[src/rtl/alu_arbiter.sv]
// alu_arbiter: shares one external combinational ALU between two valid/ready
// requesters with round-robin priority and a one-entry result buffer each.
module alu_arbiter #(
  parameter int DATA_W = 32,
  parameter int OP_W   = 4
) (
  input  logic              clk,
  input  logic              rst_n,
  input  logic              req0_valid,
  output logic              req0_ready,
  input  logic [DATA_W-1:0] req0_a,
  input  logic [DATA_W-1:0] req0_b,
  input  logic [OP_W-1:0]   req0_op,
  input  logic              req1_valid,
  output logic              req1_ready,
  input  logic [DATA_W-1:0] req1_a,
  input  logic [DATA_W-1:0] req1_b,
  input  logic [OP_W-1:0]   req1_op,
  output logic              resp0_valid,
  input  logic              resp0_ready,
  output logic [DATA_W-1:0] resp0_data,
  output logic              resp1_valid,
  input  logic              resp1_ready,
  output logic [DATA_W-1:0] resp1_data,
  output logic [DATA_W-1:0] alu_a,
  output logic [DATA_W-1:0] alu_b,
  output logic [OP_W-1:0]   alu_op,
  input  logic [DATA_W-1:0] alu_out
);

  logic              last_grant_r;
  logic              resp0_valid_r;
  logic              resp1_valid_r;
  logic [DATA_W-1:0] resp0_data_r;
  logic [DATA_W-1:0] resp1_data_r;
  logic              elig0_s;
  logic              elig1_s;
  logic              grant0_s;
  logic              grant1_s;

  // Eligibility and round-robin grant; a tie goes to the requester not granted last.
  always_comb begin
    elig0_s  = req0_valid && (!resp0_valid_r || resp0_ready);
    elig1_s  = req1_valid && (!resp1_valid_r || resp1_ready);
    grant0_s = 1'b0;
    grant1_s = 1'b0;
    if (!rst_n) begin
      grant0_s = 1'b0;
      grant1_s = 1'b0;
    end else if (elig0_s && elig1_s) begin
      grant0_s = last_grant_r;
      grant1_s = ~last_grant_r;
    end else begin
      grant0_s = elig0_s;
      grant1_s = elig1_s;
    end
  end

  // Route the granted requester's operands to the shared ALU, zeros when idle.
  always_comb begin
    alu_a  = {DATA_W{1'b0}};
    alu_b  = {DATA_W{1'b0}};
    alu_op = {OP_W{1'b0}};
    if (grant0_s) begin
      alu_a  = req0_a;
      alu_b  = req0_b;
      alu_op = req0_op;
    end else if (grant1_s) begin
      alu_a  = req1_a;
      alu_b  = req1_b;
      alu_op = req1_op;
    end else begin
      alu_a  = {DATA_W{1'b0}};
      alu_b  = {DATA_W{1'b0}};
      alu_op = {OP_W{1'b0}};
    end
  end

  // Round-robin pointer; moves only when a grant is issued.
  always_ff @(posedge clk or negedge rst_n) begin
    if (!rst_n) begin
      last_grant_r <= 1'b1;
    end else if (grant0_s) begin
      last_grant_r <= 1'b0;
    end else if (grant1_s) begin
      last_grant_r <= 1'b1;
    end else begin
      last_grant_r <= last_grant_r;
    end
  end

  // Response slot 0: refill on grant (also covers drain+refill), else drain.
  always_ff @(posedge clk or negedge rst_n) begin
    if (!rst_n) begin
      resp0_valid_r <= 1'b0;
      resp0_data_r  <= {DATA_W{1'b0}};
    end else if (grant0_s) begin
      resp0_valid_r <= 1'b1;
      resp0_data_r  <= alu_out;
    end else if (resp0_valid_r && resp0_ready) begin
      resp0_valid_r <= 1'b0;
    end else begin
      resp0_valid_r <= resp0_valid_r;
    end
  end

  // Response slot 1: same policy as slot 0.
  always_ff @(posedge clk or negedge rst_n) begin
    if (!rst_n) begin
      resp1_valid_r <= 1'b0;
      resp1_data_r  <= {DATA_W{1'b0}};
    end else if (grant1_s) begin
      resp1_valid_r <= 1'b1;
      resp1_data_r  <= alu_out;
    end else if (resp1_valid_r && resp1_ready) begin
      resp1_valid_r <= 1'b0;
    end else begin
      resp1_valid_r <= resp1_valid_r;
    end
  end

  assign req0_ready  = grant0_s;
  assign req1_ready  = grant1_s;
  assign resp0_valid = resp0_valid_r;
  assign resp1_valid = resp1_valid_r;
  assign resp0_data  = resp0_data_r;
  assign resp1_data  = resp1_data_r;

endmodule

[config.mk]
export PLATFORM = sky130hd
export DESIGN_NAME = alu_arbiter
export DESIGN_NICKNAME = d
export VERILOG_FILES = /design/src/rtl/alu_arbiter.sv
export SDC_FILE = /design/constraint.sdc
export NUM_CORES = 1
export LEC_CHECK = 0
export ABC_CLOCK_PERIOD_IN_PS = 5100
export BUFFER_PORTS_ARGS = -buffer_cell sky130_fd_sc_hd__buf_4
export CAP_MARGIN = 20
export CORE_AREA = 5 5 118 120
export CTS_CLUSTER_SIZE = 20
export DETAILED_ROUTE_END_ITERATION = 10
export DIE_AREA = 0 0 123 125
export GPL_ROUTABILITY_DRIVEN = 0
export PLACE_DENSITY_LB_ADDON = 0.05
export SYNTH_ARGS = -nofsm -noshare
export SYNTH_HDL_FRONTEND = slang
export SYNTH_SLANG_ARGS = --single-unit
export TNS_END_PERCENT = 20
[constraint.sdc]
create_clock -name clk -period 5.1 [get_ports clk]
set_clock_uncertainty 0.15 [all_clocks]
set_input_delay 0.255 -clock clk [delete_from_list [all_inputs] [get_ports clk]]
set_output_delay 0.255 -clock clk [all_outputs]
set_load 0.1 [all_outputs]
==> impl_results.md, run 1 <==
- CP Capture Type: output port
- DP Area: about 6100 µm²
- GR Util All Layers: around a fifth
- Clock-pin transition on the worst setup and hold timing paths: approximately 0.06 ns
- R2r setup slk: 2.64 ns
- Setup TNS: 0 ns
- Post-DP HPWL: around 12000 µm
- Reg-to-reg endpoint: resp0_data[6]
- Worst-margin pin slew: 0.858 ns
- Area fraction in and, or, nand and nor cells after synthesis: about 15%
- First-pass GRT wire length: roughly 22000 µm
- Vias per cell: around 4.7
- Top post-synthesis cells by count: nand2_1, o22ai_1, dfrtp_1, mux2_2, clkbuf_1
- Most frequent cell after synthesis: nand2_1
- TritonCTS Buffers: 9
- Asr flop ratio synth: 100%
- Slew Limit Fails: 0
- R2R depth: 4
- Critical path required time: between 4 and 5 ns
- Critical path endpoint: req0_ready
- Leading post-synthesis cells by cell area: dfrtp_1, mux2_2, nand2_1, o22ai_1, mux2_1
- Post-Syn Area: approximately 3600 µm²
- RSZ-0062 raised after global routing: no
- Hold_ws: 0.00502 ns
- Post-DRT Antenna Nets: 0
- Area added between synthesis and finish: 75.6%
- Crit-path max FO: 99
- Core area: 12900 µm²
- Tcrit/Tclk final: 68.5%
- Clk root buf: clkbuf_16
- CP Class: primary input to output port
- EDFF count, synth: 0
- Clock Path Buffers: 2
- Adder-cell share of the synthesized area: 0%
- Crit start category: primary input
- Maximum vdd drop: approximately 0.00023 V
- Syn Nets: ~560
- Row cnt: 42
- Vias: 4047
- Crit. Startpoint: rst_n
- Synth warnings: 0
- PwrDens: between 500 and 600 nW/µm²
- Area share of the largest cell type after synthesis: between 40% and 50%
- N_diodes: 0
- Avg Cell Area, Syn: 9.35 µm²
- Resized cells post-CTS: 0
- Post-synthesis compound-gate area fraction: 13.4%
- Total Routed Length: about 15000 µm
- Register area share after synthesis: 46.1%
- Leak Pwr: ~3.2 nW
- Largest area contributor in the netlist: dfrtp_1
- PortBufs: 309
- Main synth FF type: dfrtp_1
- CTS tree: yes
- Status: completed
- Fin area: roughly 6400 µm²
- FILL cells: between 1000 and 1500
- Hold Crit Class: primary input to flip-flop
- Fmax: between 200 and 300 MHz
- # hold bufs at CTS: 1
- WP data arrival: approximately 3 ns
- Max Cap Viol: 0
- H-tree Lvls: 3
- Xor/xnor share of the synthesized area: 0%
- Layout cell share with drive strength beyond 1: 56.9%
- Gr ovfl total: 0
- Die X-Extent: ~120 µm
- Final net count: ~850
- Setup violators final: 0
- Clk_lat worst skew: between 0.3 and 0.4 ns
- Yosys cell types: 19
- Slew margin rel.: 42.6%
- Per-cell routed wire length: approximately 17 µm
- Minimum clock period: between 3 and 4 ns
- Drt drc: 0
- Drt pass-1 iters: 4
- Largest net degree at the start of global routing: between 100 and 150
- Via count of the first global-routing pass: 4155
- Cell count after synthesis: 389
- Initial core utilization: between 20 and 30%
- Die height: approximately 130 µm
- Synthesis-stage register bit count: 67
- Initial antenna violation count: 0
- Count of final hold-check violations: 0
- Clock sinks: between 60 and 70
- Die ar.: roughly 15000 µm²
- Post-Route Utilization: 49.6%
- Worst reg2reg path startpoint: resp1_valid
- Starting DRC count in detailed routing: around 220
- Setup Buffers After CTS: 0
- Multiplexer share of the synthesized area: about a fifth
- Largest family of logic cells by synthesized area: multiplexers
- IO Pins: 310
## worst max-delay path, cell delays in order
cell,delay [ns]
dlygate4sd3_1,0.54
buf_6,0.56
nand2_1,0.22
a211oi_4,0.72
buf_4,0.40
buf_4,0.34
## logic make-up (layout without fill, tap and decap cells)
logic type | after synthesis | after routing
and+or+nand+nor | 145 | 145
AOI/OAI and AO/OA | 74 | 74
DFF | 67 | 67
muxes | 64 | 64
buffers and inverters | 39 | 332
## layer usage
layer	GRT usage (%)	share of wire [%]
met5	0	0
met1	21.4	36
met4	5.86	2.4
met2	32.6	52
met3	6.14	9.8
## per-stage QoR
stage / total power, mW / setup slack, ns / cells
final: 3.67 / 1.61 / 858
after global routing: 3.80 / 1.36 / 858
after CTS: 3.71 / 1.51 / 858
after detailed placement: 3.04 / 2.08 / 842
after global placement: 3.02 / 2.12 / 842
after floorplan: 2.50 / 1.39 / 389
## layout make-up
class	instances	area, µm²	share of cell area (%)
tap	176	220	3.45
multi-input combinational	283	1790	27.9
clock buffer	9	225	3.52
clock inverter	6	90.1	1.41
timing repair buffer	315	2380	37.3
sequential	67	1680	26.3
inverter	2	7.51	0.117
## cell usage in the layout (no fill, tap or decap), types with 2 or more instances in the layout
cell	count
bufinv_16	2
mux2_1	11
o21ai_0	2
o22ai_1	68
clkbuf_16	9
nand2_1	140
mux2_2	53
o211ai_4	2
buf_4	312
dfrtp_1	66
inv_1	2
nor2b_1	2
## worst min path at each step
stage                     slack, ns  cells after the start        endpoint         from
final                         0.005                      2  resp0_data[27]  alu_out[27]
after global routing          0.009                      2  resp0_data[23]  alu_out[23]
after CTS                    0.0002                      2  resp0_data[23]  alu_out[23]
after floorplan               -0.19                      0   resp0_data[0]        rst_n
after global placement         0.18                      1  resp1_data[20]        rst_n
after detailed placement       0.19                      1  resp1_data[20]        rst_n
## flip-flops by register name (all words and copies together), names as in the netlist
signal        flops
resp0_data       32
resp0_valid       1
resp1_valid       1
last_grant_r      1
resp1_data       32
## report_power, final
part / total (mW) / internal (mW) / switching (mW)
Clock: 0.656 / 0.427 / 0.230
Combinational: 2.25 / 0.488 / 1.77
Sequential: 0.760 / 0.682 / 0.0782
No activity file was read; power rests on OpenSTA's default activity.
==> run 2, diff against run 1 <==
- ABC_CLOCK_PERIOD_IN_PS: 5100 -> 2850
- clock period: 5.1 -> 2.85 ns (I/O delays scaled with it)
==> impl_results.md, run 2 (synthesis results as in run 1) <==
- Tot Pwr: ~6.7 mW
- Fmax: ~380 MHz
- Clk_lat worst skew: approximately 0.33 ns
- Crit start category: flip-flop
- Crit-path max FO: 68
- Die X-Extent: 123 µm
- IO Pins: 310
- Total Routed Length: roughly 16000 µm
- FILL cells: 1210
- Area added between synthesis and finish: 91.6%
- Hold Crit Class: primary input to async pin
- First-pass GRT wire length: around 23000 µm
- Largest net degree at the start of global routing: between 200 and 250
- Layout cell share with drive strength beyond 1: between 50% and 60%
- Multi-input combinational cell area: approximately 2000 µm²
- Critical path required time: approximately 2.6 ns
- PortBufs: 309
- Clock sinks: 67
- CTS tree: yes
- Clock-pin transition on the worst setup and hold timing paths: 0.06 ns
- N_diodes: 0
- Post-Layout Cell Count: roughly 890
- Register area: 1680 µm²
- Count of final hold-check violations: 0
- Tcrit/Tclk final: between 90 and 100%
- CP Class: flip-flop to output port
- Initial antenna violation count: 0
- Max Cap Viol: 0
- Core area: 12900 µm²
- Resized cells post-CTS: 0
- Dpl cells: between 800 and 900
- Hold_ws: roughly 0.029 ns
- Worst-margin pin slew: 0.898 ns
- Leak Pwr: about 3.4 nW
- R2r setup slk: 0.65 ns
- Vias: 4141
- Status: completed
- Die ar.: between 15000 and 20000 µm²
- Clock Path Buffers: 2
- Row cnt: 42
- Via count of the first global-routing pass: just over 4000
- Setup violators final: 0
- Clk root buf: clkbuf_16
- CP peak stage delay: 0.61 ns
- H-tree Lvls: 3
- WP data arrival: about 2.3 ns
- Minimum clock period: 2.63 ns
- Crit-path slowest cell: nor2b_1
- Crit-path cells: nor2b_1 -> o211ai_4 -> buf_12 -> o22ai_1 -> buf_4
- Most frequent cells in the layout: buf_4, nand2_1, dfrtp_1
- Vias per cell: between 4 and 5
- CP Capture Type: output port
- Initial core utilization: 28.3%
- Maximum vdd drop: roughly 0.0009 V
- Post-DP HPWL: 11900 µm
- PwrDens: a little under 1000 nW/µm²
- Drt drc: 0
- Drt pass-1 iters: 4
- Post-DRT Antenna Nets: 0
- RSZ-0062 raised after global routing: no
- Slew margin rel.: around two fifths
- Final net count: 885
- Die height: 125 µm
- Slew Limit Fails: 0
- Starting DRC count in detailed routing: 236
- GR Util All Layers: 19.4%
- Commonest non-fill, non-tap cell in the layout: buf_4
- Per-cell routed wire length: 17.6 µm
- TritonCTS Buffers: 9
- Gr ovfl total: 0
run 2: cell types whose count changed in the layout (fill, tap and decap cells not counted), sizes merged:
cell,before,now
dlygate4sd3,1,33
clkbuf,9,12
buf,314,315
clkinv,2,1
inv,3,2
run 2: final timing paths:
check / start / endpoint / cells past startpoint
hold / removal: rst_n / resp0_valid / 2
max in group asynchronous: rst_n / resp1_data[8] / 3
min in group clk: req0_valid / last_grant_r / 4
hold reg to reg: resp0_data[21] / resp0_data[21] / 1
setup reg to reg: resp1_valid / resp0_data[20] / 4
setup / recovery: resp0_valid / alu_a[10] / 5
run 2: power breakdown:
group	internal, mW	switching [mW]
Clock	0.811	0.383
Combinational	0.942	3.21
Sequential	1.22	0.138
run 2: cell type report:
class                      count  share of cell area, %
inverter                       2                  0.108
timing repair buffer         348                   39.2
sequential                    67                   24.1
clock inverter                 4                   1.04
tap                          176                   3.16
multi-input combinational    283                   28.7
clock buffer                  12                   3.68
run 2: repair_timing:
item / in CTS / in global routing
hold buffers: 33 / 0
buffers inserted: 0 / 0
endpoints found under the hold margin: 131 / 0
run 2: layer usage:
layer / GRT usage, % / routed length (µm) / up-vias
met3: 6.64 / 1310 / 26
met1: 22.2 / 5920 / 1946
li1: - / - / 2005
met5: 0 / 0 / -
met2: 33.6 / 7980 / 164
met4: 6.25 / 441 / 0
run 2: critical path, delay by kind of cell (launching register included):
family / cells / cell delay [ns]
compound gates: 2 / 0.43
buf+inv: 2 / 0.60
flops: 1 / 0.35
simple gates: 1 / 0.61
run 2: metrics by stage:
stage	cell area (µm²)	setup WS, ns	util [%]	TNS (ns)
3_3_place_gp	6310	0.617	49.0	0
6_report	6970	0.216	54.1	0
4_1_cts	6970	0.173	54.1	0
5_1_grt	6970	0.0530	54.1	0
2_1_floorplan	3850	-0.627	-	-31.01
3_5_place_dp	6310	0.553	49.0	0
